File: config.mk
export PLATFORM = sky130hd
export DESIGN_NAME = mul_arbiter_flat
export DESIGN_NICKNAME = d
export VERILOG_FILES = /design/src/rtl/mul_arbiter_pkg.sv /design/src/rtl/mul_arbiter_if.sv /design/src/rtl/mul_arbiter_rr_arbiter.sv /design/src/rtl/mul_arbiter.sv /design/src/flat_wrapper.sv
export SDC_FILE = /design/constraint.sdc
export NUM_CORES = 1
export LEC_CHECK = 0
export CAP_MARGIN = 15
export CORE_AREA = 2 2 359 361
export CTS_BUF_LIST = sky130_fd_sc_hd__clkbuf_8
export CTS_CLUSTER_DIAMETER = 40
export DETAILED_ROUTE_END_ITERATION = 7
export DIE_AREA = 0 0 361 363
export PLACE_DENSITY = 0.36
export SYNTH_ARGS = -nofsm -noshare
export SYNTH_HDL_FRONTEND = slang
export SYNTH_SLANG_ARGS = --single-unit
File: constraint.sdc
create_clock -name clk -period 25 [get_ports clk]
set_input_delay 7.5 -clock clk [delete_from_list [all_inputs] [get_ports clk]]
set_output_delay 7.5 -clock clk [all_outputs]
set_load 0.05 [all_outputs]
File: src/rtl/mul_arbiter_pkg.sv
// Shared types and widths for the multiplier arbiter: FSM encoding,
// operand/product widths and the default datapath timeout.
package mul_arb_pkg;

    localparam int OPND_W          = 64;
    localparam int PROD_W          = 128;
    localparam int TMO_W           = 8;
    localparam int DEFAULT_TIMEOUT = 40;

    typedef enum logic [1:0] {
        IDLE = 2'd0,
        RUN  = 2'd1,
        DONE = 2'd2
    } arb_state_e;

endpackage

File: src/rtl/mul_arbiter_if.sv
// Link between the arbiter and the single shared Booth multiplier datapath.
interface mul_arbiter_if;
    import mul_arb_pkg::*;

    // Handshake: op_clear holds the datapath in INIT; op_start (never together
    // with op_clear) runs it; op_done is a level that stays high with a valid
    // result until op_clear returns. Requesters hold req until their one-cycle
    // ack pulse and drop it in the following cycle.
    logic [OPND_W-1:0] multiplier;
    logic [OPND_W-1:0] multiplicand;
    logic              op_start;
    logic              op_clear;
    logic              op_done;
    logic [PROD_W-1:0] result;

    modport master (
        output multiplier, multiplicand, op_start, op_clear,
        input  op_done, result
    );

    modport slave (
        input  multiplier, multiplicand, op_start, op_clear,
        output op_done, result
    );

endinterface

File: src/rtl/mul_arbiter_rr_arbiter.sv
// Combinational round-robin picker: first asserted request at or after pointer.
module rr_arbiter #(
    parameter int NUM_REQ = 4,
    parameter int PTR_W   = $clog2(NUM_REQ)
) (
    input  logic [NUM_REQ-1:0] req,
    input  logic [PTR_W-1:0]   pointer,
    output logic [NUM_REQ-1:0] grant,
    output logic [PTR_W-1:0]   winner
);

    logic             found;
    logic [PTR_W-1:0] idx;

    always_comb begin
        grant  = '0;
        winner = '0;
        found  = 1'b0;
        idx    = '0;
        for (int i = 0; i < NUM_REQ; i++) begin
            idx = PTR_W'((int'(pointer) + i) % NUM_REQ);
            if (!found && req[idx]) begin
                found      = 1'b1;
                grant[idx] = 1'b1;
                winner     = idx;
            end
        end
    end

endmodule

File: src/rtl/mul_arbiter.sv
// Round-robin front end sharing one 64x64 Booth multiplier among NUM_REQ
// requesters; sequences clear/start/done and returns the product with an ack.
module mul_arbiter
    import mul_arb_pkg::*;
#(
    parameter int NUM_REQ = 4,
    parameter int TIMEOUT = DEFAULT_TIMEOUT
) (
    input  logic                      clk,
    input  logic                      reset,
    input  logic [NUM_REQ-1:0]        req,
    input  logic [NUM_REQ*OPND_W-1:0] req_a,
    input  logic [NUM_REQ*OPND_W-1:0] req_b,
    output logic [NUM_REQ-1:0]        gnt,
    output logic [NUM_REQ-1:0]        ack,
    output logic [PROD_W-1:0]         rsp_result,
    output logic                      rsp_err,
    output logic                      busy,
    output arb_state_e                state,
    mul_arbiter_if.master             mul
);

    localparam int PTR_W = $clog2(NUM_REQ);

    arb_state_e         state_d;
    logic [PTR_W-1:0]   pointer;
    logic [PTR_W-1:0]   win_idx;
    logic [NUM_REQ-1:0] win_onehot;
    logic [TMO_W-1:0]   tmo_cnt;
    logic               tmo_hit;

    rr_arbiter #(
        .NUM_REQ (NUM_REQ),
        .PTR_W   (PTR_W)
    ) u_rr (
        .req     (req),
        .pointer (pointer),
        .grant   (win_onehot),
        .winner  (win_idx)
    );

    assign tmo_hit = (tmo_cnt == TMO_W'(TIMEOUT - 1));

    always_ff @(posedge clk or posedge reset) begin
        if (reset) state <= IDLE;
        else       state <= state_d;
    end

    // Clear is the default so the datapath restarts from cnt=0 for every operation.
    always_comb begin
        state_d      = state;
        busy         = 1'b0;
        ack          = '0;
        mul.op_clear = 1'b1;
        mul.op_start = 1'b0;
        case (state)
            IDLE: begin
                if (|req) state_d = RUN;
            end
            RUN: begin
                busy         = 1'b1;
                mul.op_clear = 1'b0;
                mul.op_start = 1'b1;
                if (mul.op_done || tmo_hit) state_d = DONE;
            end
            DONE: begin
                busy    = 1'b1;
                ack     = gnt;
                state_d = IDLE;
            end
            default: state_d = IDLE;
        endcase
    end

    always_ff @(posedge clk or posedge reset) begin
        if (reset) begin
            gnt              <= '0;
            pointer          <= '0;
            tmo_cnt          <= '0;
            rsp_result       <= '0;
            rsp_err          <= 1'b0;
            mul.multiplier   <= '0;
            mul.multiplicand <= '0;
        end else begin
            case (state)
                IDLE: begin
                    if (|req) begin
                        mul.multiplier   <= req_a[win_idx*OPND_W +: OPND_W];
                        mul.multiplicand <= req_b[win_idx*OPND_W +: OPND_W];
                        gnt              <= win_onehot;
                        pointer          <= (win_idx == PTR_W'(NUM_REQ - 1)) ? '0
                                                                             : win_idx + PTR_W'(1);
                        tmo_cnt          <= '0;
                    end
                end
                RUN: begin
                    if (tmo_cnt != '1) tmo_cnt <= tmo_cnt + TMO_W'(1);
                    if (mul.op_done) begin
                        rsp_result <= mul.result;
                        rsp_err    <= 1'b0;
                    end else if (tmo_hit) begin
                        rsp_result <= '0;
                        rsp_err    <= 1'b1;
                    end
                end
                DONE: begin
                    gnt     <= '0;
                    tmo_cnt <= '0;
                end
                default: ;
            endcase
        end
    end

endmodule

File: src/flat_wrapper.sv
// flat-port wrapper written by rule: the top's interface ports become plain ports
module mul_arbiter_flat import mul_arb_pkg::*;
#(
    parameter int NUM_REQ = 4,
    parameter int TIMEOUT = DEFAULT_TIMEOUT
)
  (clk, reset, req, req_a, req_b, gnt, ack, rsp_result, rsp_err, busy, state, mul_multiplier, mul_multiplicand, mul_op_start, mul_op_clear, mul_op_done, mul_result);
  mul_arbiter_if mul_i ();
  input  logic clk;
  input  logic reset;
  input  logic [NUM_REQ-1:0] req;
  input  logic [NUM_REQ*OPND_W-1:0] req_a;
  input  logic [NUM_REQ*OPND_W-1:0] req_b;
  output logic [NUM_REQ-1:0] gnt;
  output logic [NUM_REQ-1:0] ack;
  output logic [PROD_W-1:0] rsp_result;
  output logic rsp_err;
  output logic busy;
  output arb_state_e state;
  output wire logic [$bits(mul_i.multiplier)-1:0] mul_multiplier;
  output wire logic [$bits(mul_i.multiplicand)-1:0] mul_multiplicand;
  output wire logic [$bits(mul_i.op_start)-1:0] mul_op_start;
  output wire logic [$bits(mul_i.op_clear)-1:0] mul_op_clear;
  input wire logic [$bits(mul_i.op_done)-1:0] mul_op_done;
  input wire logic [$bits(mul_i.result)-1:0] mul_result;
  assign mul_multiplier = mul_i.multiplier;
  assign mul_multiplicand = mul_i.multiplicand;
  assign mul_op_start = mul_i.op_start;
  assign mul_op_clear = mul_i.op_clear;
  assign mul_i.op_done = mul_op_done;
  assign mul_i.result = mul_result;
  mul_arbiter #(.NUM_REQ(NUM_REQ), .TIMEOUT(TIMEOUT)) u_core (.clk(clk), .reset(reset), .req(req), .req_a(req_a), .req_b(req_b), .gnt(gnt), .ack(ack), .rsp_result(rsp_result), .rsp_err(rsp_err), .busy(busy), .state(state), .mul(mul_i));
endmodule
---- Yosys cells after proc, flatten, opt, wreduce, memory -nomap -nowiden ----
Index checks and enable logic that the tools add are counted.
W data, S select, Z words.
operators by class
  bitwise gates (word level) .............. 3
  mux-type cells .......................... 44
  $add $sub $neg .......................... 5
  reduce and logical (&&, ||, !) cells .... 22
  shift-type cells ........................ 2
  eq/ne operators ......................... 8
  magnitude comparators ................... 8
operators by type and width
  cell                   number
  $shiftx A256 B9 Y64    2
  $mux W128              2
  $mux W4                6
  $pmux W8 S3            1
  $mux W1                16
  $mux W8                2
  $mux W2                7
  $lt A2 B3 Y1 const B   4
  $or A4 B4 Y4           3
  $add A8 B1 Y8 const B  1
  $bmux W1 S2            4
  $demux W1 S2           4
  $eq A8 B6 Y1 const B   1
  $ge A2 B1 Y1 const B   4
  $ne A8 B8 Y1 const B   1
  $pmux W4 S2            1
  $reduce_and A2 Y1      4
  $logic_and A1 B1 Y1    7
  $ne A2 B1 Y1 const B   3
  $add A2 B1 Y2 const B  2
  $add A2 B2 Y2 const B  2
  $eq A2 B2 Y1 const B   2
  $pmux W2 S2            1
  $reduce_bool A2 Y1     2
  8 further kinds        10
storage, ports and cells
  logic and storage cells ................. 100
  bits in registers ....................... 273

---- Depth between registers and ports, before layout ----
  depth in word-level cells ............... 14
  mapped depth ............................ 11

---- Cells and area by module ----
From an unflattened synthesis, not the netlist that was laid out.
unflattened totals
  cell total of the unflattened synthesis .. 856
  area, all modules ....................... 13,658.1 um^2
by module, submodules not included
  module       times used  cells each  area each (um^2)
  mul_arbiter  1           810         13,238.9
  rr_arbiter   1           46          419.2

---- Worst setup path before layout ----
OpenSTA, ideal clock, no wires.
  kind .................................... input to register
  start ................................... input port req[3]
  end ..................................... register u_core.mul.multiplier[37]
  path slack .............................. 15.437 ns
  path buffers ............................ 3
  stages on the path ...................... 9
  arrival ................................. 9.429 ns
  setup time .............................. 0.133 ns
  path through ............................ clkbuf_1 > mux4_2 > nand2b_1 > o211ai_2 > xnor2_2 > buf_4 > buf_2 > mux2i_1 > o221ai_2
on the way
  word-level cells in the longest chain between the ends .. 13
  elaborated cells between the ends (all ways) .. 24
  those cells by class .................... 1 x shift; 15 x mux; 8 x reduce/logical
RTL lines
  what                           RTL line                      text
  start, declared                flat_wrapper.sv:11            input logic [NUM_REQ-1:0] req;
  $bmux W1 S2                    mul_arbiter_rr_arbiter.sv:22  if (!found && req[idx]) begin
  $mux W1 (implied by the code)  mul_arbiter_rr_arbiter.sv:22
  $mux W1                        mul_arbiter_rr_arbiter.sv:22
  $logic_not A1 Y1               mul_arbiter_rr_arbiter.sv:22
  $logic_and A1 B1 Y1            mul_arbiter_rr_arbiter.sv:22
  $mux W1                        mul_arbiter_rr_arbiter.sv:22
  $logic_not A1 Y1               mul_arbiter_rr_arbiter.sv:22
  $logic_and A1 B1 Y1            mul_arbiter_rr_arbiter.sv:22
  $mux W1                        mul_arbiter_rr_arbiter.sv:22
  $logic_not A1 Y1               mul_arbiter_rr_arbiter.sv:22
  $logic_and A1 B1 Y1            mul_arbiter_rr_arbiter.sv:22
  $mux W2                        mul_arbiter_rr_arbiter.sv:22
  $shiftx A256 B9 Y64            mul_arbiter.sv:88             mul.multiplier <= req_a[win_idx*OPND_W +: OPND_W];
  end signal, assigned           mul_arbiter.sv:88
  end, declared                  mul_arbiter_if.sv:17          output multiplier, multiplicand, op_start, op_clear,
Several ways; a longest one is shown, not always the timed one. The select of a mux whose other input is x is not followed.
A chain may end at the register's enable or synchronous reset.

---- Final worst setup path ----
  start ................................... input port req[3]
  end ..................................... register u_core.mul.multiplicand[1]
on the way
  word-level cells in the longest chain between the ends .. 13
  elaborated cells between the ends (all ways) .. 24
  those cells by class .................... 1 x shift; 15 x mux; 8 x reduce/logical
RTL lines
  what                           RTL line                      text
  $bmux W1 S2                    mul_arbiter_rr_arbiter.sv:22
  $mux W1 (implied by the code)  mul_arbiter_rr_arbiter.sv:22
  $mux W1                        mul_arbiter_rr_arbiter.sv:22
  $logic_not A1 Y1               mul_arbiter_rr_arbiter.sv:22
  $logic_and A1 B1 Y1            mul_arbiter_rr_arbiter.sv:22
  $mux W1                        mul_arbiter_rr_arbiter.sv:22
  $logic_not A1 Y1               mul_arbiter_rr_arbiter.sv:22
  $logic_and A1 B1 Y1            mul_arbiter_rr_arbiter.sv:22
  $mux W1                        mul_arbiter_rr_arbiter.sv:22
  $logic_not A1 Y1               mul_arbiter_rr_arbiter.sv:22
  $logic_and A1 B1 Y1            mul_arbiter_rr_arbiter.sv:22
  $mux W2                        mul_arbiter_rr_arbiter.sv:22
  $shiftx A256 B9 Y64            mul_arbiter.sv:89             mul.multiplicand <= req_b[win_idx*OPND_W +: OPND_W];
  end signal, assigned           mul_arbiter.sv:89
  end, declared                  mul_arbiter_if.sv:17
Several ways; a longest one is shown, not always the timed one. The select of a mux whose other input is x is not followed.

==> results.json <==
{
  "via_count": 14035,
  "min_period_over_period": 0.454,
  "grt_pass1_wl_um": 122000,
  "wl_per_cell_um": 24.0,
  "cts_sinks": 273,
  "critical_path_class": "in -> reg",
  "clk_latency_ns": 0.75,
  "synthArstFlopShare": 1.00,
  "powerDensity_mw_per_mm2": 164,
  "core_mm2": 0.127,
  "cts_hold_buffers": 0,
  "rows": 131,
  "status": "finished, final reports clean",
  "nets": 2720,
  "yosys_register_bits": 273,
  "viasPerCell": 3.69,
  "synth_area_mm2": 0.0137,
  "ys.flop_type": "dfrtp_1",
  "portBuffers": 916,
  "worst_pin_slew_ns": 1.20,
  "timing.fmax_mhz": 88.2,
  "clkTransAtPathRegs_ns": 0.04,
  "syn-num-nets": 1809,
  "yosysTopAreaCellShare": 0.497,
  "finalHoldViolations": 0,
  "drt-pass1-iter-count": 5,
  "cp-start-kind": "input pin",
  "setup_viol": 0,
  "synth_seq_area_share": 0.497,
  "preCtsSetupSlack_ns": 12.66,
  "cts-root-buf": "clkbuf_8",
  "maxSlewHeadroom": 0.199,
  "htreeDepth": 3,
  "synth_edf_count": 0,
  "nFillCells": 13723,
  "post_synth_most_frequent_cells": "dfrtp_1 (273), mux2i_1 (259), nand2_1 (143)",
  "peakVddDrop_mv": 0.184,
  "drc_errors": 0,
  "p_leak_uw": 0.0109,
  "wirelength_um": 91000,
  "final_layout_size_suffix_gt1_frac": 0.0904,
  "start_util": 0.108,
  "grt_max_degree": 118,
  "ant_nets": 0,
  "power.total_uw": 4360,
  "grt_pass1_vias": 15258,
  "fin_tns_setup_ns": 0,
  "drv_cap": 0,
  "cts_resized": 0,
  "synth_most_common_cell": "dfrtp_1",
  "min_path_type": "reg -> reg",
  "worstPathRequired_ns": 25.55,
  "cts_setup_buffers": 0,
  "postSynthCellCount": 1149,
  "design_area_mm2": 0.0265,
  "cp.arrival_ns": 11.89,
  "gp_congestion": 0.839,
  "end_kind": "flop",
  "syn_avg_cell_area_um2": 12.0,
  "synth_cell_type_count": 42,
  "grt_usage": 0.133,
  "yosysWarnings": 0,
  "dieHeight_um": 363,
  "die_area_mm2": 0.131,
  "min_period_ns": 11.34,
  "grt_setup_unrepaired": "false",
  "cts_buffers": 81,
  "dp_hpwl_um": 73700,
  "clockBufferDepth": 3,
  "place_area_mm2": 0.0246,
  "slew_violations": 0,
  "synthTopCellsByArea": "dfrtp_1 (50%), mux2i_1 (19%), a22o_1 (8.5%)",
  "die_x_um": 361,
  "worst_slack_ns": 13.66,
  "worstPathMaxFanout": 66,
  "io_pins": 917,
  "skew_ns": 0.0461,
  "grt_antenna_before_repair": 46,
  "cts_tree": "yes",
  "overflow": 0,
  "yosys.area.top_type": "dfrtp_1",
  "drt-initial-drc-count": 544,
  "syn2layout_area_growth_pct": 92.9
}
==> report_power, final <==
group          leakage, µW  total (µW)  internal (µW)  switching [µW]
registers          0.00339         818            663             154
clock network      0.00101         728            448             280
logic              0.00647        2810           1040            1770
==> sequential cells by signal (all words and copies together), names as in the netlist <==
signal                   count
u_core.rsp_result          128
u_core.mul.multiplicand     64
u_core.mul.multiplier       64
u_core.tmo_cnt               8
u_core.gnt                   4
u_core.pointer               2
u_core.state                 2
u_core.rsp_err               1
==> cell type report <==
type,count,area (µm²),share of cell area
antenna,13,32.5,0.00123
clock buffer,100,1380,0.0519
clock inverter,48,488,0.0184
inverter,10,45.0,0.00170
multi-input combinational,763,6380,0.240
sequential,273,6830,0.258
tap,1662,2080,0.0784
timing repair buffer,931,9290,0.350
==> metal layers <==
layer,wire length (µm),global-route usage,up-vias
met4,2940,0.0525,46
met1,31200,0.131,6791
met5,312,0,-
met2,47600,0.245,718
li1,-,-,6314
met3,9010,0.0585,166
==> cells in the final DEF (no fill, tap or decap), drive strengths merged, types with 2 or more instances in the layout <==
cell type,count
xnor2,3
dfrtp,273
clkinv,14
mux2i,259
inv,31
o221ai,129
nand2b,6
a21oi,8
diode,13
clkbuf,100
bufinv,8
a22o,133
clkinvlp,5
nor3,6
or2,4
nor4,2
o21ai,14
nor2b,3
o211ai,2
nand3b,2
and2,6
nand2,143
nand3,4
ha,13
buf,15
a22oi,8
nor2,7
clkdlybuf4s50,916
mux4,2
==> cell families (layout without fill, tap and decap cells) <==
| logic type | Yosys count | count (layout) | share of synthesized area |
|---|---|---|---|
| compound gates | 299 | 299 | 0.197 |
| buf+inv | 113 | 1089 | 0.0421 |
| fa+ha+maj | 13 | 13 | 0.0118 |
| simple gates | 186 | 186 | 0.0571 |
| xor+xnor | 3 | 3 | 0.00246 |
| other cells | 0 | 13 | 0 |
| mux | 262 | 262 | 0.193 |
| flops | 273 | 273 | 0.497 |
==> worst max-delay path: stages <==
cell             delay, ns
clkdlybuf4s50_1       0.56
nor4_1                0.61
nand2b_4              0.46
buf_4                 0.53
or2_4                 0.22
buf_4                 0.74
buf_4                 0.79
o221ai_1              0.22
==> path summary, 6_finish.rpt <==
path | startpoint | slack [ns] | to | cells after the start
max | req[3] | 13.66 | u_core.mul.multiplicand[1]$_DFFE_PP0P_ | 8
min | u_core.mul.multiplicand[41]$_DFFE_PP0P_ | 0.48 | u_core.mul.multiplicand[41]$_DFFE_PP0P_ | 2
max reg2reg | u_core.pointer[0]$_DFFE_PP0P_ | 19.74 | u_core.mul.multiplicand[5]$_DFFE_PP0P_ | 11
min reg2reg | u_core.mul.multiplicand[41]$_DFFE_PP0P_ | 0.48 | u_core.mul.multiplicand[41]$_DFFE_PP0P_ | 2
max in group asynchronous | reset | 16.11 | u_core.mul.multiplicand[5]$_DFFE_PP0P_ | 3
min in group asynchronous | reset | 7.33 | u_core.rsp_result[121]$_DFFE_PP0P_ | 2
==> per-stage QoR <==
stage,instances,hold WS [ns],util
CTS,3787,0.486,0.209
global placement,3639,0.468,0.194
floorplan,1149,0.468,-
finish,3800,0.484,0.209
detailed placement,3639,0.471,0.194
global route,3791,0.508,0.209
Note: power is estimated with default switching activity, not from simulation.
